==> config.mk <==
export PLATFORM = sky130hd
export DESIGN_NAME = imem_port_arbiter
export DESIGN_NICKNAME = d
export VERILOG_FILES = /design/src/rtl/imem_port_arbiter.sv
export SDC_FILE = /design/constraint.sdc
export NUM_CORES = 1
export LEC_CHECK = 0
export ABC_AREA = 1
export ABC_CLOCK_PERIOD_IN_PS = 2000
export BUFFER_PORTS_ARGS = -buffer_cell sky130_fd_sc_hd__buf_4
export CAP_MARGIN = 15
export CORE_ASPECT_RATIO = 0.6
export CORE_MARGIN = 10
export CORE_UTILIZATION = 27
export DETAILED_ROUTE_END_ITERATION = 6
export PLACE_DENSITY = 0.83
export SYNTH_ARGS = -nofsm -noshare
export SYNTH_HDL_FRONTEND = slang
export SYNTH_SLANG_ARGS = --single-unit
export TNS_END_PERCENT = 30
==> constraint.sdc <==
create_clock -name clk -period 2 [get_ports clk]
set_clock_uncertainty 0.2 [all_clocks]
set_input_delay 0.6 -clock clk [delete_from_list [all_inputs] [get_ports clk]]
set_output_delay 0.6 -clock clk [all_outputs]
set_load 0.01 [all_outputs]
==> src/rtl/imem_port_arbiter.sv <==
// imem_port_arbiter: shares the single-port instruction memory between
// fetch (F, priority) and loader/debug (L, aged + lockable bursts).
// Ports: clk, rst (async, active-low); F side f_req/f_addr -> f_gnt,
// f_rvalid, fetch_hold; L side l_req/l_we/l_lock/l_addr/l_wdata ->
// l_gnt, l_rvalid; shared rdata; memory side m_en/m_we/m_addr/m_wdata,
// m_rdata (1-cycle latency); perf_hold/perf_force counters.
// Optional: define IMEM_ARB_PERF_EN to build the perf counters;
// otherwise both perf outputs are tied to zero.
module imem_port_arbiter #(
  parameter int STARVE_LIMIT = 4,
  parameter int MAX_BURST    = 8
) (
  input  logic        clk,
  input  logic        rst,
  input  logic        f_req,
  input  logic [31:0] f_addr,
  output logic        f_gnt,
  output logic        f_rvalid,
  output logic        fetch_hold,
  input  logic        l_req,
  input  logic        l_we,
  input  logic        l_lock,
  input  logic [31:0] l_addr,
  input  logic [31:0] l_wdata,
  output logic        l_gnt,
  output logic        l_rvalid,
  output logic [31:0] rdata,
  output logic        m_en,
  output logic        m_we,
  output logic [31:0] m_addr,
  output logic [31:0] m_wdata,
  input  logic [31:0] m_rdata,
  output logic [31:0] perf_hold,
  output logic [15:0] perf_force
);

  generate
    if (STARVE_LIMIT < 1 || STARVE_LIMIT > 15) begin : g_bad_starve
      $error("imem_port_arbiter: STARVE_LIMIT must be 1..15");
    end
    if (MAX_BURST < 1 || MAX_BURST > 15) begin : g_bad_burst
      $error("imem_port_arbiter: MAX_BURST must be 1..15");
    end
  endgenerate

  localparam logic [3:0] SL = 4'(STARVE_LIMIT);
  localparam logic [3:0] MB = 4'(MAX_BURST);

  typedef enum logic {
    ARB,
    L_BURST
  } state_t;

  typedef enum logic [1:0] {
    OWN_NONE,
    OWN_F,
    OWN_L
  } own_t;

  state_t     state_q, state_d;
  own_t       own_q, own_d;
  logic [3:0] starve_q, starve_d;
  logic [3:0] burst_q, burst_d;
  logic       forced;

  always_ff @(posedge clk or negedge rst) begin
    if (!rst) begin
      state_q  <= ARB;
      own_q    <= OWN_NONE;
      starve_q <= '0;
      burst_q  <= '0;
    end else begin
      state_q  <= state_d;
      own_q    <= own_d;
      starve_q <= starve_d;
      burst_q  <= burst_d;
    end
  end

  always_comb begin
    state_d  = state_q;
    starve_d = starve_q;
    burst_d  = burst_q;
    f_gnt    = 1'b0;
    l_gnt    = 1'b0;
    forced   = 1'b0;
    unique case (state_q)
      ARB: begin
        forced = f_req && l_req && (starve_q == SL);
        l_gnt  = l_req && (!f_req || forced);
        f_gnt  = f_req && !l_gnt;
        // a one-grant burst limit means the lock never holds the port
        if (l_gnt && l_lock && (MB != 4'd1)) begin
          state_d = L_BURST;
          burst_d = 4'd1;
        end
      end
      L_BURST: begin
        l_gnt = l_req;
        if (l_req) burst_d = burst_q + 4'd1;
        // the grant that reaches MB is the last one of the burst
        if (!l_req || !l_lock || burst_d == MB) state_d = ARB;
      end
    endcase
    if (l_gnt || !l_req) starve_d = '0;
    else if (f_gnt && starve_q != SL) starve_d = starve_q + 4'd1;
  end

  always_comb begin
    own_d = OWN_NONE;
    if (f_gnt) own_d = OWN_F;
    else if (l_gnt && !l_we) own_d = OWN_L;
  end

  assign f_rvalid   = (own_q == OWN_F);
  assign l_rvalid   = (own_q == OWN_L);
  assign fetch_hold = f_req && !f_gnt;
  assign rdata      = m_rdata;
  assign m_en       = f_gnt || l_gnt;
  assign m_we       = l_gnt && l_we;
  assign m_addr     = l_gnt ? l_addr : f_addr;
  assign m_wdata    = l_wdata;

`ifdef IMEM_ARB_PERF_EN
  logic [31:0] hold_q;
  logic [15:0] force_q;

  always_ff @(posedge clk or negedge rst) begin
    if (!rst) begin
      hold_q  <= '0;
      force_q <= '0;
    end else begin
      if (fetch_hold && hold_q != '1) hold_q <= hold_q + 32'd1;
      if (forced && force_q != '1) force_q <= force_q + 16'd1;
    end
  end

  assign perf_hold  = hold_q;
  assign perf_force = force_q;
`else
  assign perf_hold  = '0;
  assign perf_force = '0;
`endif

endmodule
==> metrics.cfg <==
[floorplan]
start_util = 0.281
core_um2 = 6730
num_io_pins = 285
die_w_um = 128
die_area_um2 = 10900
fp-row-count = 23
die_y_um = 84.8

[synthesis]
synthSimpleGateAreaFrac = 0.288
ys_ff_latch = 11
ys_warn_count = 0
syn_inst = 289
synth_top_family_by_area = buffers and inverters
synth_area_leaders = buf_4 (46%), nand2_1 (20%), dfrtp_1 (15%)
netlist.area_leader.share = 0.461
muxShareOfSynthArea = 0
ys_seq_area_frac = 0.146
syn_area_per_cell_um2 = 6.54
synth.distinct_cells = 21
netlist.top_cell.by_area = buf_4
syn-cell-area_um2 = 1890
synth-xor-area-share = 0.0139
synth_fa_ha_area_frac = 0.0199
synth_compound_area_frac = 0.0212

[finish]
final_util = 0.372
multiInputGateArea_um2 = 955
layout.nets = 482
diodes = 0
seq_area_um2 = 275
drive_above_1_share = 0.515
fill_cells = 711
area_growth_pct = 32.5

[grt]
grt_max_degree = 34
grt_pass1_vias = 1763
grt_pass1_wl_um = 9860
overflow = 0
antenna_found_initial = 0
track_usage = 0.111

[power_and_ir_drop]
p_switching_mw = 0.432
vdd_drop_max_uv = 305
p_int_mw = 0.825
combinationalPowerShare = 0.492
pwr-share-seq = 0.220
fin_total_pwr_mw = 1.26
sw_frac_of_total = 0.344
leakage_nw = 1.43
power_density_nw_per_um2 = 502
pwr-share-clk = 0.287

[detailed_routing]
vias = 1695
drt_iter0_markers = 49
drtPass1Iterations = 4
routed_wl_um = 6930
via_per_inst = 3.93
drc = 0
postRouteAntennaNets = 0
wire_per_inst_um = 16.1

[timing]
final.period_utilization = 1.17
rsz0062_at_grt = true
tns_ns = -11.05
hold_violations = 0
period_minus_slack_ns = 2.35
hold_ws_ns = 0.295
clock.fmax_ghz = 0.426
worst_slack_ns = -0.349
setup_viol = 37
report.final.slew_viol_count = 0

[clock_network]
cts_tree = done
htreeDepth = 1
cts_max_path_buffers = 2
cts_root_buffer = clkbuf_16
cts_made_buffers = 3
clock_sinks = 11
insertion_delay_ns = 0.23
path_clk_slew_ns = 0.04

[hold_path]
hold_class = reg -> reg

[worst_setup_path]
cp-end-kind = primary output
timing.critical_path.arrival_ns = 1.55
critical_path.max_fanout = 14
critPathRequiredTime_ns = 1.20
worstSetupPathType = reg -> out
startpoint_type = flop

[placement]
port_buffers = 108
hpwl_um = 5880
place_congestion = 0.752

[job]
drv_cap = 0

[status]
outcome = finished, violations left
failed_checks = negative setup slack

[Yosys cell counts]
master	count
nand2_1	102
nand3_1	6
o31ai_1	1
xor2_1	1
nor2_1	12
conb_1	1
dfrtp_1	11
xnor2_1	2
inv_6	1
buf_12	1
inv_1	11
buf_6	2
o21ai_0	3
nor2_2	1
nand2_2	10
nand2_4	1
buf_4	116
o21bai_1	1
a21oi_1	2
or2_2	1
ha_1	3
[kinds of logic after synthesis]
kind of cell / Yosys count
other: 1
AND/OR/NAND/NOR: 133
XOR/XNOR: 3
adder cells (fa/ha/maj): 3
flip-flops: 11
buffers and inverters: 131
AO/OA/AOI/OAI: 7
[state kept, by name, summed over array words and instances (netlist names)]
name	flops
burst_q	4
own_q	2
state_q	1
starve_q	4
[layout by cell type (no fill, tap or decap), types with 4 or more instances in the layout]
cell and count:
buf_6 12, buf_4 107, nand2_2 40, nand2_1 69, nand3_1 5, conb_1 48
inv_1 10, dfrtp_1 11, nor2_1 11, clkbuf_16 4
[worst max-delay path: stages, from the launching register on]
cell and delay, ns:
dfrtp_1 0.37, inv_1 0.06, ha_2 0.16, nand3_2 0.08
nand2_4 0.10, nand2_8 0.11, buf_12 0.17, nand2_2 0.08
nand2_1 0.06, buf_4 0.14
[path summary, 6_finish.rpt]
kind	start	end	slack, ns	depth (start not counted)
max in group asynchronous	rst	starve_q[2]	0.89	2
worst min register to register	burst_q[3]	burst_q[3]	0.29	2
worst max register to register	starve_q[0]	starve_q[0]	0.30	9
worst max-delay path	starve_q[0]	m_addr[26]	-0.35	9
min in group asynchronous	rst	burst_q[1]	0.56	2
worst min-delay path	burst_q[3]	burst_q[3]	0.29	2
[layer usage]
metal / global-route usage / vias to the layer above / routed length (µm)
met2: 0.191 / 121 / 3530
met5: 0 / - / 0
li1: - / 816 / -
met1: 0.109 / 735 / 2380
met4: 0.0326 / 0 / 125
met3: 0.0702 / 23 / 893
[cell type report]
class,count,area share
tap,87,0.0435
multi-input combinational,194,0.381
sequential,11,0.110
timing repair buffer,123,0.405
clock buffer,4,0.0315
inverter,12,0.0295
[power by group through the flow]
| stage | logic, mW | registers [mW] | clock network [mW] |
|---|---|---|---|
| final | 0.619 | 0.277 | 0.361 |
| after global routing | 0.679 | 0.280 | 0.392 |
| after CTS | 0.577 | 0.277 | 0.369 |
| after detailed placement | 0.562 | 0.280 | 0 |
| after global placement | 0.547 | 0.278 | 0 |
| after floorplan | 0.484 | 0.276 | 0 |
[metrics by stage]
stage / area (µm²) / setup WS [ns] / instances
finish: 2500 / -0.349 / 431
global route: 2500 / -0.430 / 431
global placement: 2250 / -0.248 / 423
CTS: 2370 / -0.343 / 429
detailed placement: 2250 / -0.268 / 423
floorplan: 2140 / -0.0453 / 336
[repair_timing]
item                                    CTS  global route
hold buffers                              1             0
cloned                                    0             1
pin swaps                                 1             0
endpoints found under the setup margin   37            37
setup buffers                             1             1
hold endpoints to repair                 11             0
resized for setup                         8            33
No activity file was read; power rests on OpenSTA's default activity.
